<file path="src/rtl/sat_counter.sv">
// Up-counter that sticks at all-ones; clr wins over inc, clear_n wins over both.
module sat_counter #(
  parameter int unsigned WIDTH = 8
) (
  input  logic             clock,
  input  logic             clear_n,
  input  logic             clr,
  input  logic             inc,
  output logic [WIDTH-1:0] count
);

  always_ff @(posedge clock) begin
    if (!clear_n) begin
      count <= '0;
    end else if (clr) begin
      count <= '0;
    end else if (inc && (count != '1)) begin
      count <= count + 1'b1;
    end
  end

endmodule

</file>
<file path="config.mk">
export PLATFORM = sky130hd
export DESIGN_NAME = sat_counter
export DESIGN_NICKNAME = d
export VERILOG_FILES = /design/src/rtl/sat_counter.sv
export SDC_FILE = /design/constraint.sdc
export NUM_CORES = 1
export LEC_CHECK = 0
export CORE_AREA = 2 2 39 41
export DETAILED_ROUTE_END_ITERATION = 6
export DIE_AREA = 0 0 41 43
export GPL_ROUTABILITY_DRIVEN = 0
export PLACE_DENSITY_LB_ADDON = 0.05
export RECOVER_POWER = 25
export SLEW_MARGIN = 40
export SYNTH_ARGS = -nofsm -noshare
export SYNTH_HDL_FRONTEND = slang
export SYNTH_SLANG_ARGS = --single-unit
</file>
<file path="constraint.sdc">
create_clock -name clock -period 1.68 [get_ports clock]
set_input_delay 0.504 -clock clock [delete_from_list [all_inputs] [get_ports clock]]
set_output_delay 0.504 -clock clock [all_outputs]
set_load 0.1 [all_outputs]
</file>
Word-level counts from Yosys, hierarchy flattened. Index checks and enable logic that the tools add are counted.

Memories kept: 0. Bits in read-only memories: 0. Bits in latches: 0. Bits in registers: 8. Output and inout port bits: 8. Memory bits (writable): 0.

Divide/modulo/power cells: 0. Multipliers: 0. Add/subtract/negate cells: 1. Equality and inequality tests: 1. Shift-type cells: 0. Bitwise gates (word level): 1. Magnitude comparators: 0. Mux-type cells: 0. Reductions and logical operators: 2.

Operators by type and width (count): $add 8x1->8 const B (1); $ne 8x8->1 const B (1); $reduce_or 2->1 (1); $logic_and 1x1->1 (1); $not 1->1 (1).

Longest topological paths before layout. Gate-level depths: netlist of the first run.

Depth after elaboration: 2. Mapped depth: 4. Depth with buffers taken out: 4.

Worst setup path after synthesis of the first run. No wires, ideal clock.

Path kind: reg2reg. From: register count[1]. To: register count[7]. Buffers on the path: 0. Slack: -258 ps. Clock period less this slack: 1938 ps. Cell stages (with the launch flop): 5. Data arrival time: 1847 ps. Cells stage by stage: dfxtp_1 ha_1 and4_4 nor2b_2 a311oi_1.

Longest elaborated chain between the ends: 2. Elaborated cells on any way between the ends: 3. Those cells by class: add/sub: 1; eq/ne: 1; reduce/logical: 1.

RTL lines: start, declared (RTL line 9) `output logic [WIDTH-1:0] count`; start signal, assigned (RTL line 18) `count <= count + 1'b1;`; branches (longest 2 deep; another with $add 8x1->8).

Parallel ways; which one is timed is not known. A chain may end at the register's enable or synchronous reset.

Final worst setup path of the first run.
From: input port inc. To: register count[7].

Longest elaborated chain between the ends: 1.

RTL lines: start, declared (RTL line 8) `input logic inc,`; $logic_and 1x1->1 (RTL line 17) `end else if (inc && (count != '1)) begin`.

No other way between the ends.

==> key figures, run 1 <==
Clocking
  – Post-CTS setup buffer count: 0
  – Clock buffer depth: 2
  – Clk pin slew, worst setup/hold paths: 0.06 ns
  – TritonCTS clock tree: built
  – Root Driver: clkbuf_4
  – Later-pin clock latency in the skew report: 0.26 ns
  – CTS sink cnt: 8
  – Num CTS Buffers: 3
  – Post_cts resized: 0
  – H-tree depth: 1
  – # hold bufs at CTS: 0

Routing
  – WL/cell: 12.84 µm
  – DRC viols: 0
  – Routed vias/inst: 5.455
  – Routed vias: 420
  – Router iterations before antenna repair: 4
  – Initial DRC Count: 9
  – Drt total wl: 989 µm
  – Post-route ant nets: 0

Flow run
  – Max-cap violations: 0

Setup path
  – CP max stage delay: 0.55 ns
  – Req. time, crit path: 1.84 ns
  – CP startpoint kind: primary input
  – CP max-delay cell: clkdlybuf4s50_1
  – Worst Path Class, Setup: primary input to flop
  – CP arrival: 1.65 ns
  – Crit-path cells: clkdlybuf4s50_1 -> and4_1 -> a21oi_1 -> a311oi_1
  – Worst Path Max Fanout: 6
  – CP Capture Type: flop

Global routing
  – Total GRT Usage: 13.38%
  – Remaining Overflow, GRT: 0
  – Largest net degree at the start of global routing: 10
  – First-pass GRT wire length: 1545 µm
  – Initial antenna violation count: 0
  – Vias in the first global route: 381

Die
  – FP Rows: 14
  – Die Wd: 41 µm
  – Initial Utilization: 30.47%
  – Core Area: 1384 µm²
  – Top-Level Pins: 12
  – Die height: 43 µm
  – Die area: 1763 µm²

Synthesis
  – Most common cell in the synthesized netlist: dfxtp_1
  – Syn Std Cell Area: 421.7 µm²
  – Avg Inst Size Synth: 9.166 µm²
  – Synth async-reset ratio: 0%
  – Seq/Total Area, Yosys: 37.98%
  – Most area-consuming cells after synthesis: dfxtp_1, and4_1, mux2i_1
  – Syn. warnings: 0
  – Mapped Nets: 51
  – Synth top area share: 37.98%
  – Cell taking the most area after synthesis: dfxtp_1
  – Synth cell count leaders: dfxtp_1, a21oi_1, nand2_1
  – Mapped Cells: 46
  – Seq cells post-synth: 8
  – Ys flop type: dfxtp_1
  – Number of enable flip-flop cells after synthesis: 0
  – Cell variety after synth: 19

STA
  – Final hold vios: 0
  – Setup Viol. Count Final: 0
  – Worst hold margin: 0.5010 ns
  – Period utilisation layout: 88.62%
  – Fin. max-slew vios: 0
  – Max Fclk: 0.6716 GHz
  – Worst Max-Slew Pin Slew: 0.3024 ns
  – RSZ-0062 raised after global routing: no
  – Final critical-path required period: 1.489 ns
  – Slew Limit Headroom: 79.95%
  – Clock Skew: 0.001039 ns

Layout
  – Area growth, synth to finish: 50.15%
  – Final Net Count: 68
  – Share of layout cells above drive strength 1: 37.70%
  – Sequential cell area: 168.9 µm²
  – Multi-input gate area: 261.5 µm²
  – Max reg flops: 8
  – Largest regs: count (8)
  – FILL cells: 138
  – N_diodes: 0
  – Reg with most FFs: count

Placement
  – Port bufs: 11
  – Final HPWL DP: 752.4 µm

Power and ir drop
  – Power Total: 0.3865 mW
  – VDD IR max: 0.2640 mV
  – PwrDens: 610.4 nW/µm²
  – Leak pwr: 0.2431 nW

Run status
  – Status: finished clean

Worst hold path
  – Hold/Removal Path Class: flop to flop
[per-layer routing]
layer | share of wire (%) | vias to the layer above | global-route usage, %
met1 | 42 | 194 | 15.86
met5 | 0 | - | 0
met3 | 6.1 | 4 | 3.141
met2 | 49 | 15 | 18.75
met4 | 2.5 | 0 | 12.00
li1 | - | 207 | -
[critical path: cells and delay by family]
kind            cells  cell delay, ns
simple gates        1            0.27
compound gates      2            0.33
buf+inv             1            0.55
[cells in the final DEF (no fill, tap or decap), drive strengths merged]
master and count:
nor2b 4, a21oi 5, a211oi 1, nand3 1
ha 1, a21boi 1, nand2b 3, mux2i 3
nand2 5, clkdlybuf4s50 3, a311oi 1, and4 5
nor3 2, dfxtp 8, a31oi 2, o21ai 2
clkbuf 6, nand4 1, and3 1, buf 6
[stage by stage]
stage	setup WS [ns]	cells	utilization, %	setup TNS (ns)	cell area [µm²]
6_report	0.1911	77	45.75	0	633.1
5_1_grt	0.1336	77	45.75	0	633.1
3_3_place_gp	-0.02124	74	46.84	-0.02968	648.1
3_5_place_dp	-0.06927	74	46.84	-0.1203	648.1
2_1_floorplan	0.01102	46	-	0	430.4
4_1_cts	0.1830	77	48.46	0	670.6
[cells by family (layout without fill, tap and decap cells)]
| group | count (synthesis) | count (layout) | share of synthesized area [%] |
|---|---|---|---|
| mux | 3 | 3 | 7.122 |
| simple gates | 22 | 22 | 32.94 |
| buf+inv | 0 | 15 | 0 |
| fa+ha+maj | 1 | 1 | 2.967 |
| compound gates | 12 | 12 | 18.99 |
| flops | 8 | 8 | 37.98 |
[path summary, 6_finish.rpt]
path	slack, ns	cells past startpoint	from	to
max	0.19	4	inc	count[7]$_SDFFE_PP0P_
min	0.50	2	count[1]$_SDFFE_PP0P_	count[1]$_SDFFE_PP0P_
min reg2reg	0.50	2	count[1]$_SDFFE_PP0P_	count[1]$_SDFFE_PP0P_
max reg2reg	0.37	4	count[0]$_SDFFE_PP0P_	count[5]$_SDFFE_PP0P_
[layout make-up]
cell class,instances,share of cell area (%)
sequential,8,26.68
multi-input combinational,38,41.30
clock buffer,3,3.557
tap,16,3.162
timing repair buffer,12,25.30
[power breakdown]
part | total (mW) | internal [mW] | switching (mW)
clock | 0.156 | 0.0823 | 0.0732
sequential | 0.194 | 0.192 | 0.00235
combinational | 0.0369 | 0.0150 | 0.0219
total | 0.386 | 0.289 | 0.0975
(Power assumes the default switching activity.)
==> run 2, diff against run 1 <==
--- a/config.mk
+++ b/config.mk
@@ -11,6 +11,7 @@
 export GPL_ROUTABILITY_DRIVEN = 0
 export PLACE_DENSITY_LB_ADDON = 0.05
 export RECOVER_POWER = 25
+export SKIP_LAST_GASP = 1
 export SLEW_MARGIN = 40
 export SYNTH_ARGS = -nofsm -noshare
 export SYNTH_HDL_FRONTEND = slang
==> results of run 2 <==
No change in the layout: final DEF, timing and power equal those of run 1.
